$ cat src/rtl/fifo_write_arbiter_pkg.sv
// Shared definitions for the FIFO blocks: the write-arbiter state encoding,
// the default write-enable hold length and the counter width that carries it.
package fifo_write_arbiter_pkg;

    // Default number of cycles fifo_write_en stays high for one write.
    localparam int WRITE_CYCLES_DEFAULT = 2;

    // The write-length counter is 4 bits, so a write lasts 1..15 cycles.
    localparam int CNT_W            = 4;
    localparam int WRITE_CYCLES_MIN = 1;
    localparam int WRITE_CYCLES_MAX = 15;

    // Write arbiter FSM encoding. IDLE is zero so a cleared register means idle.
    typedef enum logic [1:0] {
        ST_IDLE  = 2'd0,
        ST_WRITE = 2'd1,
        ST_ACK   = 2'd2
    } fifo_state_e;

    // Converts the WRITE_CYCLES parameter into the counter load value.
    // Out-of-range settings are clamped so the counter can never wrap.
    function automatic logic [CNT_W-1:0] write_count_init(input int cycles);
        logic [CNT_W-1:0] value;
        if (cycles < WRITE_CYCLES_MIN) begin
            value = CNT_W'(WRITE_CYCLES_MIN);
        end else if (cycles > WRITE_CYCLES_MAX) begin
            value = CNT_W'(WRITE_CYCLES_MAX);
        end else begin
            value = CNT_W'(cycles);
        end
        return value;
    endfunction

endpackage

$ cat src/rtl/fifo_write_arbiter_rr_arbiter_2.sv
// Two-way round-robin decision. Purely combinational: the caller owns the
// last-grant pointer and decides when a grant is actually taken.
module rr_arbiter_2 (
    input  logic req_a,
    input  logic req_b,
    input  logic last_b,       // 1 = B was granted most recently
    output logic grant_valid,  // at least one requester is asking
    output logic grant_b       // 0 = grant A, 1 = grant B (meaningful when grant_valid)
);

    // Pick the sole requester, or on contention the one not granted last.
    always_comb begin
        grant_valid = req_a | req_b;
        grant_b     = last_b;
        unique case ({req_a, req_b})
            2'b10:   grant_b = 1'b0;
            2'b01:   grant_b = 1'b1;
            2'b11:   grant_b = ~last_b;
            default: grant_b = last_b;
        endcase
    end

endmodule

$ cat src/rtl/fifo_write_arbiter.sv
// Arbitrates two requesters onto a single FIFO write port.
//
// Handshake: a requester raises req with stable data and holds both until it
// sees its one-cycle ack pulse; it drops req in the cycle ack is observed.
// A req still high in the IDLE cycle after ACK is a new request. A grant is
// only issued from IDLE while fifo_full is low; once granted, the write runs
// to completion (fifo_full and req are ignored) unless reset intervenes, in
// which case no ack is given and the requester is re-arbitrated afresh.
//
// Timing per write: grant edge -> fifo_write_en high for WRITE_CYCLES cycles
// -> one ACK cycle -> IDLE for at least one cycle.
module fifo_write_arbiter
    import fifo_write_arbiter_pkg::*;
#(
    parameter int DATA_WIDTH   = 8,
    parameter int WRITE_CYCLES = WRITE_CYCLES_DEFAULT
) (
    input  logic                  clock,
    input  logic                  reset_n,
    input  logic                  req_a,
    input  logic [DATA_WIDTH-1:0] data_a,
    output logic                  ack_a,
    input  logic                  req_b,
    input  logic [DATA_WIDTH-1:0] data_b,
    output logic                  ack_b,
    input  logic                  fifo_full,
    output logic                  fifo_write_en,
    output logic [DATA_WIDTH-1:0] fifo_data_in,
    output logic                  busy,
    output logic                  grant_b,
    output logic [1:0]            dbg_state
);

    localparam logic [CNT_W-1:0] CNT_LOAD = write_count_init(WRITE_CYCLES);

    fifo_state_e           state_q, state_d;
    logic [CNT_W-1:0]      cnt_q, cnt_d;
    logic                  grant_b_q, grant_b_d;
    logic [DATA_WIDTH-1:0] data_q, data_d;
    logic                  write_en_q, write_en_d;

    logic                  arb_valid;
    logic                  arb_grant_b;
    logic                  start_write;

    rr_arbiter_2 u_rr_arbiter_2 (
        .req_a       (req_a),
        .req_b       (req_b),
        .last_b      (grant_b_q),
        .grant_valid (arb_valid),
        .grant_b     (arb_grant_b)
    );

    // A grant is taken only from IDLE and only while the FIFO has room.
    assign start_write = (state_q == ST_IDLE) && arb_valid && !fifo_full;

    // State and registered outputs; reset wins over everything, even mid-write.
    always_ff @(posedge clock) begin
        if (!reset_n) begin
            state_q    <= ST_IDLE;
            cnt_q      <= '0;
            grant_b_q  <= 1'b1;
            data_q     <= '0;
            write_en_q <= 1'b0;
        end else begin
            state_q    <= state_d;
            cnt_q      <= cnt_d;
            grant_b_q  <= grant_b_d;
            data_q     <= data_d;
            write_en_q <= write_en_d;
        end
    end

    // Next-state: IDLE -> WRITE on grant, WRITE -> ACK when the count is spent,
    // ACK -> IDLE unconditionally.
    always_comb begin
        state_d = state_q;
        unique case (state_q)
            ST_IDLE: begin
                if (start_write) begin
                    state_d = ST_WRITE;
                end
            end
            ST_WRITE: begin
                if (cnt_q == '0) begin
                    state_d = ST_ACK;
                end
            end
            ST_ACK: begin
                state_d = ST_IDLE;
            end
            default: begin
                state_d = ST_IDLE;
            end
        endcase
    end

    // Outputs: next values of the registered write port plus the decoded
    // ack/busy strobes, which come straight from the state register.
    always_comb begin
        cnt_d      = cnt_q;
        grant_b_d  = grant_b_q;
        data_d     = data_q;
        write_en_d = 1'b0;
        ack_a      = 1'b0;
        ack_b      = 1'b0;
        busy       = (state_q != ST_IDLE);
        unique case (state_q)
            ST_IDLE: begin
                if (start_write) begin
                    // The holding register doubles as the FIFO data output, so
                    // the data is already on fifo_data_in when write_en rises.
                    grant_b_d = arb_grant_b;
                    data_d    = arb_grant_b ? data_b : data_a;
                    cnt_d     = CNT_LOAD;
                end
            end
            ST_WRITE: begin
                if (cnt_q != '0) begin
                    write_en_d = 1'b1;
                    cnt_d      = cnt_q - 1'b1;
                end
            end
            ST_ACK: begin
                ack_a = ~grant_b_q;
                ack_b = grant_b_q;
            end
            default: begin
                cnt_d = '0;
            end
        endcase
    end

    assign fifo_write_en = write_en_q;
    assign fifo_data_in  = data_q;
    assign grant_b       = grant_b_q;
    assign dbg_state     = state_q;

endmodule

$ cat config.mk
export PLATFORM = sky130hd
export DESIGN_NAME = fifo_write_arbiter
export DESIGN_NICKNAME = d
export VERILOG_FILES = /design/src/rtl/fifo_write_arbiter_pkg.sv /design/src/rtl/fifo_write_arbiter_rr_arbiter_2.sv /design/src/rtl/fifo_write_arbiter.sv
export SDC_FILE = /design/constraint.sdc
export NUM_CORES = 1
export LEC_CHECK = 0
export CAP_MARGIN = 30
export CORE_MARGIN = 2
export CORE_UTILIZATION = 36
export DETAILED_ROUTE_END_ITERATION = 10
export PLACE_DENSITY_LB_ADDON = 0.3
export SLEW_MARGIN = 15
export SYNTH_ARGS = -nofsm -noshare
export SYNTH_HDL_FRONTEND = slang
export SYNTH_SLANG_ARGS = --single-unit
$ cat constraint.sdc
create_clock -name clock -period 1.45 [get_ports clock]
set_input_delay 0.145 -clock clock [delete_from_list [all_inputs] [get_ports clock]]
set_output_delay 0.145 -clock clock [all_outputs]
set_load 0.02 [all_outputs]
# Yosys cells after proc, flatten, opt, wreduce, memory -nomap -nowiden
# Cells that the tools add are included.
totals:
  input_bits: 21
  register_bits: 16
  elab_cells: 39
  out_inout_bits: 15
classes:
  n_eq_ne: 8
  n_mux: 11
  n_reduce_logical: 11
  bitwise: 3
  addsub: 1
op_table:
  columns: ["op", "count"]
  rows:
  - ["$pmux W4 S3", 1]
  - ["$mux W4", 2]
  - ["$mux W8", 1]
  - ["$eq A2 B2 Y1 const B", 3]
  - ["$ne A2 B2 Y1 const B", 3]
  - ["$reduce_and A2 Y1", 3]
  - ["$eq A2 B1 Y1 const B", 2]
  - ["$logic_not A4 Y1", 1]
  - ["$mux W2", 2]
  - ["$pmux W2 S2", 1]
  - ["$reduce_bool A4 Y1", 1]
  - ["$sub A4 B1 Y4 const B", 1]
  - ["$mux W1", 3]
  - ["$pmux W1 S3", 1]
  - ["$reduce_and A3 Y1", 1]
  - ["$logic_and A1 B1 Y1", 2]
  - ["$logic_not A2 Y1", 1]
  - ["$not A1 Y1", 2]
  - ["$reduce_bool A2 Y1", 1]
  - ["$logic_not A1 Y1", 1]
  - ["$or A1 B1 Y1", 1]

# Depth between registers and ports, before layout
logic_depth:
  word_depth: 5
  ltp_mapped: 6
  mapped_depth_nobuf: 6

# Hierarchy
# A second synthesis with hierarchy kept.
unflattened:
  hier_cells: 80
  area_unflattened_um2: 788.3
by_module_without_submodules:
  columns: ["mod", "cells_per_inst", "n_inst", "seq_area_each_um2", "area_each_um2"]
  rows:
  - ["fifo_write_arbiter", 77, 1, 320.3, 768.2]
  - ["rr_arbiter_2", 3, 1, 0.0, 20.0]

# Worst setup path after synthesis
# OpenSTA, ideal clock, no wires.
synth_path:
  path_kind: "reg-to-reg"
  start: "register cnt_q[0]"
  end: "register cnt_q[1]"
  arrival_time_ns: 1.271
  period_less_slack_ns: 1.391
  setup_time_ns: 0.120
  path_stages_with_launch: 7
  required_time_ns: 1.330
  slack_ns: 0.059
  path_buffers: 0
  cell_sequence: "dfxtp_1 inv_1 ha_1 or3b_4 o21ai_2 a221oi_2 nor2b_2"
synth_via:
  elab_chain_cells: 3
  elab_cells_between_ends: 6
  classes_between: "1 x add/sub; 1 x eq/ne; 2 x mux; 2 x reduce/logical"
synth_lines:
  columns: ["item", "line_no", "rtl"]
  rows:
  - ["start, declared", "fifo_write_arbiter.sv:37", "logic [CNT_W-1:0] cnt_q, cnt_d;"]
  - ["start signal, assigned", "fifo_write_arbiter.sv:67", "cnt_q <= cnt_d;"]
  - ["$sub A4 B1 Y4 / $reduce_bool A4 Y1 (equally long branches)", "fifo_write_arbiter.sv:121, fifo_write_arbiter.sv:119", null]
  - ["$mux W4 / $ne A2 B2 Y1 (equally long branches)", null, null]
  - ["$pmux W4 S3 / $reduce_and A3 Y1 (equally long branches)", null, null]
# Parallel ways exist; a longest one is shown, timed or not. The select of a mux whose other input is x is not followed.
# A chain may end at the register's enable or synchronous reset.

# Final worst setup path
layout_path:
  start: "register data_q[6], in the netlist fifo_data_in[6]"
  end: "output fifo_data_in[6]"
layout_lines:
  columns: ["item", "line_no", "rtl"]
  rows:
  - ["start, declared", "fifo_write_arbiter.sv:39", "logic [DATA_WIDTH-1:0] data_q, data_d;"]
  - ["start signal, assigned", "fifo_write_arbiter.sv:69", "data_q <= data_d;"]
  - ["end, declared", "fifo_write_arbiter.sv:28", "output logic [DATA_WIDTH-1:0] fifo_data_in,"]
# No word-level cell between the ends.

==> run summary <==
* Ports: 36
* clock slew seen by the registers of the worst setup and hold paths: 0.10 ns
* switching power as a share of total power: 29.6%
* CTS root buffer: clkbuf_4
* switching power of the nets: 0.357 mW
* total number of vias: 759
* wire length of the first global-routing pass: 2930 um
* endpoints failing hold: 0
* biggest area contributors in the synthesized netlist: dfxtp_1 40%, mux2i_1 10%, a21oi_2 8.7%, o21ai_1 6.9%, buf_6 2.8%
* post-layout worst setup margin: 0.0558 ns
* worst slew pin tran: 0.289 ns
* Seq. cell area: 328 um^2
* share of synthesized flip-flops with an asynchronous set or reset: 0%
* Post-CTS Hold Buffers: 0
* worst clock skew on the final layout: 0.00319 ns
* worst-case hold slack: 0.512 ns
* Final HPWL DP: 1390 um
* Post-Place Cells: 151
* data required time at the worst endpoint: 1.31 ns
* pin count of the biggest net entering global routing: 18
* length of the first detailed-routing pass in iterations: 3
* Post-Syn Nets: 100
* sequential share of the synthesized area: 39.9%
* antenna fix cells: 0
* Buf+Inv Stages, Crit Path: 1
* Mapped Cells: 78
* Starting DRT DRC Count: 6
* top cell type by total area after synthesis: dfxtp_1
* utilization of the core after routing: 62.0%
* fraction of layout cells with a size suffix above 1: 36.7%
* Cell Chain, Critical Path: clkdlybuf4s50_1
* static power due to leakage: 0.569 nW
* Crit Path Class: flip-flop to primary output
* last weighted congestion value of the routability-driven placer: 0.722
* Layout fillers: 179
* Slew Viols, Final: 0
* Period minus WS final: 1.39 ns
* count of endpoints failing setup in the final report: 0
* maximum fanout count along the critical path: 2
* Largest delay share family, worst path: buffers and inverters
* Critical-path top delay cell: clkdlybuf4s50_1
* worst vdd ir: 0.518 mV
* number of antenna-violating nets in the routed design: 0
* largest stage delay on the critical path: 0.61 ns
* total routed wirelength: 1780 um
* TritonCTS clock tree: built
* max-cap violations: 0
* num rows: 17
* Power, Total: 1.21 mW
* synthesized cell area: 802 um^2
* port bufs: 35
* # DRC: 0
* hold crit path type: primary input to flip-flop
* Die Outline Area: 2620 um^2
* global-route congestion overflow total: 0
* area added between synthesis and finish: 66.0%
* Crit path arrival time: 1.25 ns
* count of unique library cells instantiated by Yosys: 31
* number of sinks driven by the clock tree: 16
* Die X: 51.2 um
* Slew HR: 80.4%
* maximum achievable frequency: 0.717 GHz
* detailed-route vias per instance: 4.87
* number of antenna violations at the first check in global routing: 0
* initial standard-cell utilization of the core: 37.3%
* via count of the first global-routing pass: 728
* Seq pwr share: 41.7%
* clk_lat worst skew: 0.29 ns
* clock share of power: 25.4%
* Main synth FF type: dfxtp_1
* result of the run: completed
* filler-free cell count of the finished design: 156
* wire length per cell: 11.4 um
* Logic pwr share: 33.0%
* Num CTS Buffers: 3
* Internal Power: 0.849 mW
* placeable core area: 2150 um^2
* die boundary height: 51.2 um
* nets@finish: 151
* maximum level of the CTS H-tree: 1
* global routing usage summed across all routing layers: 14.9%
* number of flops mapped to enable cells by yosys: 0
* Pwr Density: 906 nW/um^2
* startpoint type of the worst setup path: flip-flop
* footprint of the multi-input gates: 452 um^2
* worst setup slack before clock tree synthesis: -0.0255 ns
* Synth Warn #: 0
* number of flip-flops and latches in the synthesized netlist: 16
* share of the synthesized area in the top cell type: 39.9%
* portion of the clock cycle consumed by the worst path in the final layout: 96.1%
* synthesized area per cell: 10.3 um^2
* unrepaired setup endpoints after global routing: false
* crit end category: primary output
* Max Buffers Root-to-Sink: 2
tightest hold or removal path: stages:
cell and delay (ns):
clkdlybuf4s50_1 0.39, mux2i_1 0.16, a21oi_2 0.07
cell families (layout without fill, tap and decap cells):
kind of cell / after synthesis / count (layout) / share of synthesized area [%]
compound gates: 26 / 26 / 25.0
fa+ha+maj: 1 / 1 / 1.56
buf+inv: 7 / 57 / 5.30
flops: 16 / 16 / 39.9
mux: 8 / 8 / 9.98
simple gates: 20 / 20 / 18.3
power groups by stage:
stage	combinational [mW]	clock, mW	sequential (mW)
after floorplan	0.172	0	0.548
after global placement	0.390	0	0.510
after detailed placement	0.396	0	0.510
after CTS	0.391	0.312	0.502
after global routing	0.428	0.332	0.507
final	0.398	0.306	0.502
metal layers:
metal  part of all wire, %  global-route usage [%]  vias up
li1                      -                       -      384
met1                    43                    15.8      354
met2                    50                    27.1       21
met3                   6.4                    4.97        0
met4                     0                    5.41        0
met5                     0                       0        -
through the flow:
stage	area, um^2	TNS [ns]
5_1_grt	1330	0
3_3_place_gp	1270	-0.0108
6_report	1330	0
2_1_floorplan	802	0
4_1_cts	1300	0
3_5_place_dp	1270	-0.0390
cell usage after synthesis (2+ instances only):
cell       n
o21ai_1   11
buf_6      2
o21ai_2    2
mux2i_1    8
nand3b_1   2
nand2_1    2
dfxtp_1   16
nor2_1     2
inv_1      3
a21oi_2    8
nor3_1     2
layout make-up:
type,count,share of cell area (%)
Timing Repair Buffer,49,35.0
Multi-Input combinational cell,55,33.9
Sequential cell,16,24.6
Clock buffer,4,2.73
Tap cell,28,2.63
Inverter,4,1.13
worst paths after layout:
kind,startpoint,endpoint,slack (ns),cells after the start
max,fifo_data_in[6],fifo_data_in[6],0.06,1
min reg2reg,cnt_q[2],cnt_q[2],0.53,1
min,data_b[0],fifo_data_in[0],0.51,3
max reg2reg,cnt_q[0],cnt_q[0],0.07,6
placed cells by master, fill, tap and decap left out, types with 2 or more instances in the layout:
cell	count
dlygate4sd2_1	5
dfxtp_2	3
nor2_1	2
a21oi_2	8
clkdlybuf4s50_1	27
dfxtp_1	12
o21ai_2	2
inv_2	3
buf_4	12
mux2i_1	8
nor3_1	2
nand3b_1	2
dlymetal6s2s_1	2
o21ai_1	11
nand2_1	2
clkbuf_4	3
repair_timing:
| action | 4_1_cts | 5_1_grt |
|---|---|---|
| setup buffers | 0 | 1 |
| endpoints found under the setup margin | 6 | 8 |
| pin swaps | 0 | 0 |
| resized for setup | 8 | 12 |
registers in the layout (all words and copies together) (netlist names):
| register | cells |
|---|---|
| dbg_state | 2 |
| fifo_write_en | 1 |
| cnt_q | 4 |
| fifo_data_in | 8 |
| grant_b | 1 |
Power figures use the tool's default switching activity.
